==> src/rtl/pipe_ctrl_pkg.sv <==
// Shared encodings for the pipeline sequencing controller: FSM states,
// immediate-format select, RV64 opcodes and the canonical NOP.
package pipe_ctrl_pkg;

  typedef enum logic [1:0] {
    ST_RUN      = 2'd0,
    ST_MEM_WAIT = 2'd1,
    ST_FAULT    = 2'd2
  } state_e;

  typedef enum logic [2:0] {
    IMM_NONE = 3'd0,
    IMM_I    = 3'd1,
    IMM_S    = 3'd2,
    IMM_B    = 3'd3
  } imm_sel_e;

  localparam logic [6:0] OP_R      = 7'b0110011;
  localparam logic [6:0] OP_IMM    = 7'b0010011;
  localparam logic [6:0] OP_LOAD   = 7'b0000011;
  localparam logic [6:0] OP_STORE  = 7'b0100011;
  localparam logic [6:0] OP_BRANCH = 7'b1100011;

  // addi x0, x0, 0
  localparam logic [31:0] NOP_INSTR = 32'h0000_0013;

endpackage

==> src/rtl/hazard_detect.sv <==
// ID-stage decode: source-register usage, load-use hazard and immediate select.
module hazard_detect
  import pipe_ctrl_pkg::*;
(
  input  logic [31:0] instr_i,
  input  logic        ex_mem_read_i,
  input  logic [4:0]  ex_rd_i,
  output logic        lu_o,
  output imm_sel_e    imm_sel_o
);

  logic [6:0] opcode;
  logic [4:0] rs1;
  logic [4:0] rs2;
  logic       use_rs1;
  logic       use_rs2;
  logic       unused_instr_bits;

  assign opcode = instr_i[6:0];
  assign rs1    = instr_i[19:15];
  assign rs2    = instr_i[24:20];
  assign unused_instr_bits = ^{instr_i[31:25], instr_i[14:7]};

  always_comb begin
    use_rs1   = 1'b0;
    use_rs2   = 1'b0;
    imm_sel_o = IMM_NONE;
    unique case (opcode)
      OP_R:      begin use_rs1 = 1'b1; use_rs2 = 1'b1; end
      OP_IMM:    begin use_rs1 = 1'b1; imm_sel_o = IMM_I; end
      OP_LOAD:   begin use_rs1 = 1'b1; imm_sel_o = IMM_I; end
      OP_STORE:  begin use_rs1 = 1'b1; use_rs2 = 1'b1; imm_sel_o = IMM_S; end
      OP_BRANCH: begin use_rs1 = 1'b1; use_rs2 = 1'b1; imm_sel_o = IMM_B; end
      default:   ;
    endcase
  end

  assign lu_o = ex_mem_read_i && (ex_rd_i != 5'd0) &&
                ((use_rs1 && (ex_rd_i == rs1)) || (use_rs2 && (ex_rd_i == rs2)));

endmodule

==> src/rtl/pipe_hazard_ctrl.sv <==
// Pipeline sequencing controller: stall/flush/freeze decisions, memory-wait
// FSM with timeout fault. Optional counters under PIPE_HAZARD_PERF_CNT_EN.
module pipe_hazard_ctrl
  import pipe_ctrl_pkg::*;
#(
  parameter int unsigned MAX_WAIT = 16,
  parameter int unsigned WAIT_W   = 5
) (
  input  logic        clk_i,
  input  logic        rst_n,
  input  logic [31:0] id_instr_i,
  input  logic        ex_mem_read_i,
  input  logic [4:0]  ex_rd_i,
  input  logic        ex_branch_taken_i,
  input  logic        mem_req_i,
  input  logic        mem_ready_i,
  output logic        pc_write_o,
  output logic        ifid_write_o,
  output logic        ifid_flush_o,
  output logic        idex_bubble_o,
  output logic        hold_o,
  output logic        wb_bubble_o,
  output logic [2:0]  imm_sel_o,
`ifdef PIPE_HAZARD_PERF_CNT_EN
  output logic [31:0] stall_cnt_o,
  output logic [31:0] flush_cnt_o,
`endif
  output logic        err_o,
  output logic [1:0]  state_o
);

  localparam logic [WAIT_W-1:0] MaxWait = WAIT_W'(MAX_WAIT);

  state_e            state_q, state_d;
  logic [WAIT_W-1:0] cnt_q, cnt_d;
  logic              err_q, err_d;
  logic              lu;
  logic              mw;
  logic              flush_evt;
  imm_sel_e          imm_sel;

  hazard_detect u_hazard_detect (
    .instr_i       (id_instr_i),
    .ex_mem_read_i (ex_mem_read_i),
    .ex_rd_i       (ex_rd_i),
    .lu_o          (lu),
    .imm_sel_o     (imm_sel)
  );

  assign imm_sel_o = imm_sel;
  assign mw        = mem_req_i && !mem_ready_i;

  always_ff @(posedge clk_i or negedge rst_n) begin
    if (!rst_n) begin
      state_q <= ST_RUN;
      cnt_q   <= '0;
      err_q   <= 1'b0;
    end else begin
      state_q <= state_d;
      cnt_q   <= cnt_d;
      err_q   <= err_d;
    end
  end

  always_comb begin
    state_d       = state_q;
    cnt_d         = cnt_q;
    err_d         = err_q;
    pc_write_o    = 1'b1;
    ifid_write_o  = 1'b1;
    ifid_flush_o  = 1'b0;
    idex_bubble_o = 1'b0;
    hold_o        = 1'b0;
    wb_bubble_o   = 1'b0;
    flush_evt     = 1'b0;

    // The first not-ready cycle is seen in RUN, so the counter already
    // holds the number of elapsed not-ready cycles once the edge lands.
    if ((state_q == ST_FAULT) ||
        ((state_q == ST_RUN) && mw) ||
        ((state_q == ST_MEM_WAIT) && !mem_ready_i)) begin
      pc_write_o   = 1'b0;
      ifid_write_o = 1'b0;
      hold_o       = 1'b1;
      wb_bubble_o  = 1'b1;
      if (state_q == ST_RUN) cnt_d = WAIT_W'(1);
      else if (state_q == ST_MEM_WAIT) cnt_d = cnt_q + WAIT_W'(1);
      if (state_q == ST_FAULT || cnt_d == MaxWait) state_d = ST_FAULT;
      else state_d = ST_MEM_WAIT;
    end else begin
      if (ex_branch_taken_i) begin
        ifid_flush_o  = 1'b1;
        idex_bubble_o = 1'b1;
        flush_evt     = 1'b1;
      end else if (lu) begin
        pc_write_o    = 1'b0;
        ifid_write_o  = 1'b0;
        idex_bubble_o = 1'b1;
      end
      state_d = ST_RUN;
      cnt_d   = '0;
    end

    if (state_d == ST_FAULT) err_d = 1'b1;

    if (!rst_n) begin
      pc_write_o    = 1'b0;
      ifid_write_o  = 1'b0;
      ifid_flush_o  = 1'b1;
      idex_bubble_o = 1'b1;
      hold_o        = 1'b0;
      wb_bubble_o   = 1'b1;
      flush_evt     = 1'b0;
    end
  end

  assign err_o   = err_q;
  assign state_o = state_q;

`ifdef PIPE_HAZARD_PERF_CNT_EN
  logic [31:0] stall_cnt_q;
  logic [31:0] flush_cnt_q;

  always_ff @(posedge clk_i or negedge rst_n) begin
    if (!rst_n) begin
      stall_cnt_q <= '0;
      flush_cnt_q <= '0;
    end else begin
      if (!pc_write_o && (state_q != ST_FAULT) && (stall_cnt_q != '1))
        stall_cnt_q <= stall_cnt_q + 32'd1;
      if (flush_evt && (flush_cnt_q != '1))
        flush_cnt_q <= flush_cnt_q + 32'd1;
    end
  end

  assign stall_cnt_o = stall_cnt_q;
  assign flush_cnt_o = flush_cnt_q;
`else
  logic unused_flush_evt;
  assign unused_flush_evt = flush_evt;
`endif

endmodule

==> config.mk <==
export PLATFORM = sky130hd
export DESIGN_NAME = pipe_hazard_ctrl
export DESIGN_NICKNAME = d
export VERILOG_FILES = /design/src/rtl/pipe_ctrl_pkg.sv /design/src/rtl/hazard_detect.sv /design/src/rtl/pipe_hazard_ctrl.sv
export SDC_FILE = /design/constraint.sdc
export NUM_CORES = 1
export LEC_CHECK = 0
export ABC_AREA = 0
export CORE_MARGIN = 8
export CORE_UTILIZATION = 35
export CTS_CLUSTER_SIZE = 25
export DETAILED_ROUTE_END_ITERATION = 8
export GPL_TIMING_DRIVEN = 0
export PLACE_DENSITY_LB_ADDON = 0.12
export SYNTH_ARGS = -nofsm -noshare
export SYNTH_HDL_FRONTEND = slang
export SYNTH_HIERARCHICAL = 1
export SYNTH_SLANG_ARGS = --single-unit
==> constraint.sdc <==
create_clock -name clk_i -period 2.72 [get_ports clk_i]
set_clock_uncertainty 0.1 [all_clocks]
set_input_delay 0.272 -clock clk_i [delete_from_list [all_inputs] [get_ports clk_i]]
set_output_delay 0.272 -clock clk_i [all_outputs]
set_load 0.03 [all_outputs]
==> results of run 1 <==
[worst max-delay path by stage]
| stage | cells past startpoint | endpoint | startpoint | slack [ns] |
|---|---|---|---|---|
| final | 8 | pc_write_o | id_instr_i[5] | 0.15 |
| after floorplan | 5 | pc_write_o | state_o[1]$_DFF_PN0_ | 0.18 |
| after global placement | 8 | idex_bubble_o | ex_rd_i[3] | -0.40 |
| after CTS | 7 | ifid_write_o | ex_rd_i[2] | 0.02 |
| after detailed placement | 8 | idex_bubble_o | ex_rd_i[3] | -0.42 |
| after global routing | 5 | wb_bubble_o | state_o[0]$_DFF_PN0_ | -0.008 |
[routing by layer]
| metal | part of all wire [%] | up-vias | GRT usage [%] |
|---|---|---|---|
| met5 | 0 | - | 0 |
| met2 | 51 | 24 | 18.1 |
| met4 | 0 | 0 | 4.08 |
| li1 | - | 348 | - |
| met1 | 42 | 325 | 12.3 |
| met3 | 7.8 | 0 | 4.95 |
[layout make-up]
type / count / area share (%)
inverters: 4 / 1.31
flip-flops and latches: 8 / 17.5
well taps: 27 / 2.96
repair buffers: 38 / 32.4
plain buffers: 2 / 1.31
multi-input cells: 61 / 42.5
clock buffers: 3 / 1.97
[critical path, delay by kind of cell]
family | cells | cell delay (ns)
buffers and inverters | 3 | 0.85
and+or+nand+nor | 2 | 0.21
AOI/OAI and AO/OA | 3 | 0.87
[Yosys cell counts]
library cell                number  area (um2)
sky130_fd_sc_hd__a2111oi_2       1        15.0
sky130_fd_sc_hd__nor3_1          1        5.00
sky130_fd_sc_hd__a32o_1          1        10.0
sky130_fd_sc_hd__o21ai_2         1        8.76
sky130_fd_sc_hd__a21oi_2         1        8.76
sky130_fd_sc_hd__a31o_2          1        8.76
sky130_fd_sc_hd__nor2b_1         4        25.0
sky130_fd_sc_hd__nor3_2          1        10.0
sky130_fd_sc_hd__nand3_2         2        20.0
sky130_fd_sc_hd__a21o_1          1        7.51
sky130_fd_sc_hd__a211oi_1        1        7.51
sky130_fd_sc_hd__nand2b_4        1        13.8
sky130_fd_sc_hd__dfrtp_1         8         200
sky130_fd_sc_hd__ha_1            1        12.5
sky130_fd_sc_hd__a22o_1          1        8.76
sky130_fd_sc_hd__a2111oi_4       1        27.5
sky130_fd_sc_hd__nand3_1         2        10.0
sky130_fd_sc_hd__o21ai_0         2        10.0
sky130_fd_sc_hd__nor3b_2         1        12.5
sky130_fd_sc_hd__or4_2           1        8.76
sky130_fd_sc_hd__nand4_1         1        6.26
sky130_fd_sc_hd__nor4_1          1        6.26
sky130_fd_sc_hd__a21boi_0        1        7.51
sky130_fd_sc_hd__conb_1          1        3.75
sky130_fd_sc_hd__nand2_1         7        26.3
sky130_fd_sc_hd__a311o_1         1        10.0
sky130_fd_sc_hd__nor2b_4         1        13.8
sky130_fd_sc_hd__inv_1           4        15.0
sky130_fd_sc_hd__xnor2_1         2        17.5
sky130_fd_sc_hd__a21oi_1         3        15.0
sky130_fd_sc_hd__xor2_1          9        78.8
sky130_fd_sc_hd__buf_4           2        15.0
sky130_fd_sc_hd__o32a_1          1        10.0
sky130_fd_sc_hd__nor2_1          8        30.0
[flip-flops by register name (all words and copies together), names as in the netlist]
name	count
cnt_q	5
state_o	2
err_o	1
[logic make-up (layout without fill, tap and decap cells)]
kind of cell    count (synthesis)  after routing  synth area share, %
xor+xnor                       11             11                 14.1
flops                           8              8                 29.2
buf+inv                         6             47                 4.38
simple gates                   31             31                 27.4
other cells                     1              1                0.547
fa+ha+maj                       1              1                 1.82
compound gates                 17             17                 22.6
[report_power, final]
part | leakage, nW | internal, mW | switching (mW)
logic | 0.338 | 0.0671 | 0.0579
clock network | 0.0138 | 0.0506 | 0.0416
registers | 0.109 | 0.122 | 0.00496
[repair_timing]
item	4_1_cts	5_1_grt
endpoints found under the setup margin	5	5
pin swaps	3	1
gates resized for setup	14	7
[stage by stage]
stage / hold slack [ns] / cells / setup slack [ns] / power (mW) / TNS [ns]
6_report: 0.247 / 143 / 0.148 / 0.344 / 0
5_1_grt: 0.264 / 143 / -0.00807 / 0.366 / -0.00914
4_1_cts: 0.253 / 143 / 0.0250 / 0.348 / 0
3_5_place_dp: 0.380 / 140 / -0.418 / 0.254 / -1.10
3_3_place_gp: 0.378 / 140 / -0.400 / 0.253 / -1.03
2_1_floorplan: -0.124 / 75 / 0.182 / 0.185 / 0
==> PnR_summary.wiki, run 1 <==
{| class="wikitable"
! Metric !! Value
|-
| Outcome || complete, no violations
|-
| Slack of the worst reg-to-reg path || around 0.93 ns
|-
| Yosys warning count || 6
|-
| Setup crit start kind || input port
|-
| Endpoint required time on the critical path || 2.35 ns
|-
| Count of port buffers added during placement || 38
|-
| Top fanout value on the critical path || 3
|-
| GRT Total Usage || approximately 11%
|-
| Number of global-route vias before repair || 718
|-
| Die W || approximately 60 um
|-
| Setup Fix Bufs, Post-CTS || 0
|-
| Cell depth of the worst flop-to-flop path || 6
|-
| Most common cell after layout, fill and taps aside || sky130_fd_sc_hd__clkdlybuf4s50_1
|-
| Start of the worst register-to-register path || cnt_q[0]$_DFF_PN0_
|-
| Initial standard-cell utilization of the core || a little over a third
|-
| Clock transition at the registers of the reported paths || around 0.050 ns
|-
| Achievable Freq || 389 MHz
|-
| Fraction of the core area covered by cells at the end of the flow || approximately three fifths
|-
| Die span in y || ~60 um
|-
| Most used cells in the layout excluding fill and tap cells || 34 x sky130_fd_sc_hd__clkdlybuf4s50_1, 9 x sky130_fd_sc_hd__xor2_1, 8 x sky130_fd_sc_hd__dfrtp_1
|-
| Slew Limit Fails || 0
|-
| DRC violation count after routing || 0
|-
| Final-report setup violation count || 0
|-
| Worst Setup End Kind || primary output
|-
| Synthesized area divided by synthesized cell count || around 9.1 um2
|-
| Final critical-path share of the clock period || a little over nine tenths
|-
| Number of instances in the synthesized netlist || 75
|-
| Number of vias after detailed routing || roughly 700
|-
| Synth-to-Final Area Change || 66.6%
|-
| Average vias per placed instance || between 4 and 5
|-
| Deepest clock path buffer count || 2
|-
| Net count, final || roughly 160
|-
| FF+latch area || 200 um2
|-
| CP Data Arrival Time || between 2 and 2.5 ns
|-
| Unrepaired setup endpoints after global routing || yes
|-
| Routed Antenna Nets || 0
|-
| Instance area at placement || about 1100 um2
|-
| Maximum vdd drop || roughly 0.29 mV
|-
| Clock latency of the later-clocked register in the worst-skew pair || about 0.25 ns
|-
| Quantity of hold-fixing buffers added after cts || 0
|-
| Sum of overflow across all layers after global routing || 0
|-
| Ant. Diodes || 0
|-
| Number of rows created at floorplan || 16
|-
| Final Wtd Congestion || roughly 0.80
|-
| Fraction of the yosys area taken by sequential cells || 29.2%
|-
| Synthesized net count || ~120
|-
| Cell with the largest stage delay on the worst path || sky130_fd_sc_hd__clkdlybuf4s50_1
|-
| Endpoints failing hold || 0
|-
| Cells along the critical path || clkdlybuf4s50_1 -> nand2b_4 -> a2111oi_4 -> nand3_2 -> a2111oi_4 -> a21oi_2 -> buf_4 -> buf_2
|-
| Clock sinks || 8
|-
| Initial antenna violation count || 0
|-
| Area of the core || 1900 um2
|-
| Wire length of the first global-routing pass || ~3000 um
|-
| Leak Pwr || 0.460 nW
|-
| Minimum period implied by the final worst setup slack || between 2 and 3 ns
|-
| Count of H-tree levels built during CTS || 1
|-
| Total iterations of the first detailed-routing run || 4
|-
| CTS buffer count || 3
|-
| Multi-input gate area || 485 um2
|-
| Pin count of the biggest net entering global routing || 13
|-
| Fraction of layout instances using a drive strength above 1 || between 20% and 30%
|-
| Final Routed Wirelength || between 1500 and 2000 um
|-
| Synthesis-stage register bit count || 8
|-
| Power Density || around 300 nW/um2
|-
| Number of distinct library cells after synthesis || 34
|-
| Clock tree root buffer cell || sky130_fd_sc_hd__clkbuf_4
|-
| Final instance area || between 1000 and 1500 um2
|-
| Number of violations of the max-capacitance limit || 0
|-
| Largest incremental delay on the critical path || about 0.54 ns
|-
| Worst min-delay path class || input port to async pin
|-
| Fillers || ~170
|-
| Total I/O pin count || 55
|-
| Drt wl/cell || roughly 13 um
|-
| Most common cell on crit path || sky130_fd_sc_hd__a2111oi_4
|-
| CTS tree || done
|-
| Netlist Area Pre-Place || slightly below 700 um2
|-
| Die ar. || between 3000 and 4000 um2
|-
| Endpoint of the worst-slack reg-to-reg timing path || err_o$_DFFE_PN0N_
|-
| Initial detailed-routing violation count || 8
|-
| CP Class || input port to primary output
|}
Power figures use the tool's default switching activity.
==> run 2: changes to the inputs <==
--- a/config.mk
+++ b/config.mk
@@ -10,8 +10,7 @@
 export CORE_UTILIZATION = 35
 export CTS_CLUSTER_SIZE = 25
 export DETAILED_ROUTE_END_ITERATION = 8
-export GPL_TIMING_DRIVEN = 0
-export PLACE_DENSITY_LB_ADDON = 0.12
+export PLACE_DENSITY = 0.85
 export SYNTH_ARGS = -nofsm -noshare
 export SYNTH_HDL_FRONTEND = slang
 export SYNTH_HIERARCHICAL = 1
==> run 2 against run 1 <==
Against the previous run: clock power fell by 3.8%; core utilization increased by 0.92 points; die area did not move; maximum frequency about the same; non-clock buffer count rose by 5; first-iteration DRC count rose by 88%; routed wire length grew 11%; highest routed layer is now met4.
==> PnR_summary.wiki, run 2 (same netlist as run 1, synthesis figures left out) <==
{| class="wikitable"
! Metric !! Value
|-
| Count of H-tree levels built during CTS || 1 (unchanged)
|-
| Maximum vdd drop || 0.155 mV (was 0.285 mV)
|-
| Drt wl/cell || 13.9 um (was 13.0 um)
|-
| Initial standard-cell utilization of the core || 36.1% (unchanged)
|-
| Endpoints failing hold || 0 (unchanged)
|-
| Worst Setup End Kind || primary output (unchanged)
|-
| Total instance count after detailed placement || 145 (was 140)
|-
| Largest register by flop count || cnt_q (unchanged)
|-
| Die W || 60.3 um (unchanged)
|-
| Outcome || complete, no violations (unchanged)
|-
| Endpoint required time on the critical path || 2.35 ns (about the same)
|-
| Quantity of hold-fixing buffers added after cts || 0 (unchanged)
|-
| Number of flip-flops under the largest register name || 5 (unchanged)
|-
| Wire length of the first global-routing pass || 3450 um (was 3090 um)
|-
| Post-route total power || 0.346 mW (was 0.344 mW)
|-
| Initial detailed-routing violation count || 15 (was 8)
|-
| Minimum period implied by the final worst setup slack || 2.57 ns (about the same)
|-
| Initial antenna violation count || 0 (unchanged)
|-
| Slew Limit Fails || 0 (unchanged)
|-
| Leak Pwr || 0.473 nW (was 0.460 nW)
|-
| Number of global-route vias before repair || 792 (was 718)
|-
| Unrepaired setup endpoints after global routing || no (was yes)
|-
| Clock transition at the registers of the reported paths || 0.05 ns (about the same)
|-
| Number of rows created at floorplan || 16 (unchanged)
|-
| Pin count of the biggest net entering global routing || 9 (was 13)
|-
| Placed wire-length estimate || ~1800 um
|-
| Number of violations of the max-capacitance limit || 0 (unchanged)
|-
| Die span in y || 60.3 um (unchanged)
|-
| Final Wtd Congestion || 0.799 (was 0.797)
|-
| Average vias per placed instance || 4.94 (was 4.87)
|-
| Number of vias after detailed routing || 731 (was 697)
|-
| Post-route non-filler standard cell count || 148 (was 143)
|-
| Sum of overflow across all layers after global routing || 0 (unchanged)
|-
| Clock sinks || 8 (unchanged)
|-
| CP Class || input port to primary output (unchanged)
|-
| Area of the core || 1900 um2 (unchanged)
|-
| Net count, final || 167 (was 162)
|-
| Most used cells in the layout excluding fill and tap cells || 35 x sky130_fd_sc_hd__clkdlybuf4s50_1, 9 x sky130_fd_sc_hd__xor2_1, 8 x sky130_fd_sc_hd__nor2_1, 8 x sky130_fd_sc_hd__dfrtp_1, 8 x sky130_fd_sc_hd__buf_4 (was 34 x sky130_fd_sc_hd__clkdlybuf4s50_1, 9 x sky130_fd_sc_hd__xor2_1, 8 x sky130_fd_sc_hd__dfrtp_1)
|-
| Synth-to-Final Area Change || 69.2% (was 66.6%)
|-
| Total iterations of the first detailed-routing run || 4 (unchanged)
|-
| DRC violation count after routing || 0 (unchanged)
|-
| Count of port buffers added during placement || 38 (unchanged)
|-
| Clock latency of the later-clocked register in the worst-skew pair || 0.25 ns (about the same)
|-
| Routed Antenna Nets || 0 (unchanged)
|-
| Worst min-delay path class || input port to async pin (unchanged)
|-
| Achievable Freq || 389 MHz (about the same)
|-
| Ant. Diodes || 0 (unchanged)
|-
| Clock tree root buffer cell || sky130_fd_sc_hd__clkbuf_4 (unchanged)
|-
| Fraction of layout instances using a drive strength above 1 || 20.7% (about the same)
|-
| CP Data Arrival Time || 2.20 ns (about the same)
|-
| Final critical-path share of the clock period || 94.5% (was 94.6%)
|-
| Post-cts repair resize count || 7 (was 14)
|-
| Setup crit start kind || input port (unchanged)
|-
| Setup Fix Bufs, Post-CTS || 0 (unchanged)
|-
| Die ar. || 3630 um2 (unchanged)
|-
| Fraction of the core area covered by cells at the end of the flow || 61.0% (was 60.1%)
|-
| Final-report setup violation count || 0 (unchanged)
|-
| Power Density || 298 nW/um2 (was 301 nW/um2)
|-
| Final Routed Wirelength || 2060 um (was 1850 um)
|-
| Total I/O pin count || 55 (unchanged)
|-
| Multi-input gate area || 468 um2 (was 485 um2)
|-
| Most common cell after layout, fill and taps aside || sky130_fd_sc_hd__clkdlybuf4s50_1 (unchanged)
|-
| GRT Total Usage || 12.7% (was 11.1%)
|-
| Deepest clock path buffer count || 2 (unchanged)
|-
| CTS buffer count || 3 (unchanged)
|-
| Fillers || 156 (was 174)
|-
| Top fanout value on the critical path || 3 (unchanged)
|-
| CTS tree || done (unchanged)
|-
| FF+latch area || 200 um2 (unchanged)
|}
[run 2: cell count changes in the layout (fill, tap and decap cells not counted), sizes merged]
cell           previous run  this run
clkdlybuf4s50            34        35
clkbuf                    4         3
dlymetal6s2s              1         0
buf                       4        10
[run 2: stage by stage]
stage / setup WS (ns) / area (um2) / setup TNS [ns] / hold WS [ns]
6_report: 0.148 / 1160 / 0 / 0.327
2_1_floorplan: 0.182 / 686 / 0 / -0.124
3_5_place_dp: -0.367 / 1130 / -0.714 / 0.373
3_3_place_gp: -0.228 / 1130 / -0.454 / 0.373
5_1_grt: 0.0274 / 1160 / 0 / 0.350
4_1_cts: 0.0105 / 1170 / 0 / 0.326
[run 2: worst max-delay path: stages]
cell,delay (ns)
sky130_fd_sc_hd__clkdlybuf4s50_1,0.46
sky130_fd_sc_hd__xor2_1,0.21
sky130_fd_sc_hd__a2111oi_4,0.34
sky130_fd_sc_hd__nand3_2,0.15
sky130_fd_sc_hd__a2111oi_4,0.40
sky130_fd_sc_hd__o21ai_0,0.12
sky130_fd_sc_hd__nand2_1,0.09
sky130_fd_sc_hd__buf_4,0.16
[run 2: where the power goes]
| part | internal (mW) | total, mW | switching (mW) |
|---|---|---|---|
| combinational | 0.0711 | 0.131 | 0.0595 |
| clock | 0.0503 | 0.0886 | 0.0383 |
| sequential | 0.122 | 0.127 | 0.00467 |
| total | 0.243 | 0.346 | 0.103 |
[run 2: final timing paths]
check,from,endpoint,slack [ns],depth (start not counted)
setup / recovery,ex_rd_i[3],idex_bubble_o,0.15,8
hold / removal,rst_n,cnt_q[2]$_DFF_PN0_,0.33,2
setup reg to reg,cnt_q[0]$_DFF_PN0_,err_o$_DFFE_PN0N_,0.93,6
hold reg to reg,err_o$_DFFE_PN0N_,err_o$_DFFE_PN0N_,0.38,1
max in group asynchronous,rst_n,state_o[0]$_DFF_PN0_,2.06,2
min in group clk_i,err_o$_DFFE_PN0N_,err_o$_DFFE_PN0N_,0.38,1
[run 2: per-layer routing]
metal	part of all wire [%]	GRT usage, %
met1	33	12.1
met2	56	23.0
met3	7.4	3.87
met4	3.4	8.16
met5	0	0
[run 2: layout make-up]
type	count	share of cell area (%)
Sequential cell	8	17.3
Timing Repair Buffer	45	36.2
Inverter	4	1.29
Tap cell	27	2.91
Multi-Input combinational cell	61	40.3
Clock buffer	3	1.94
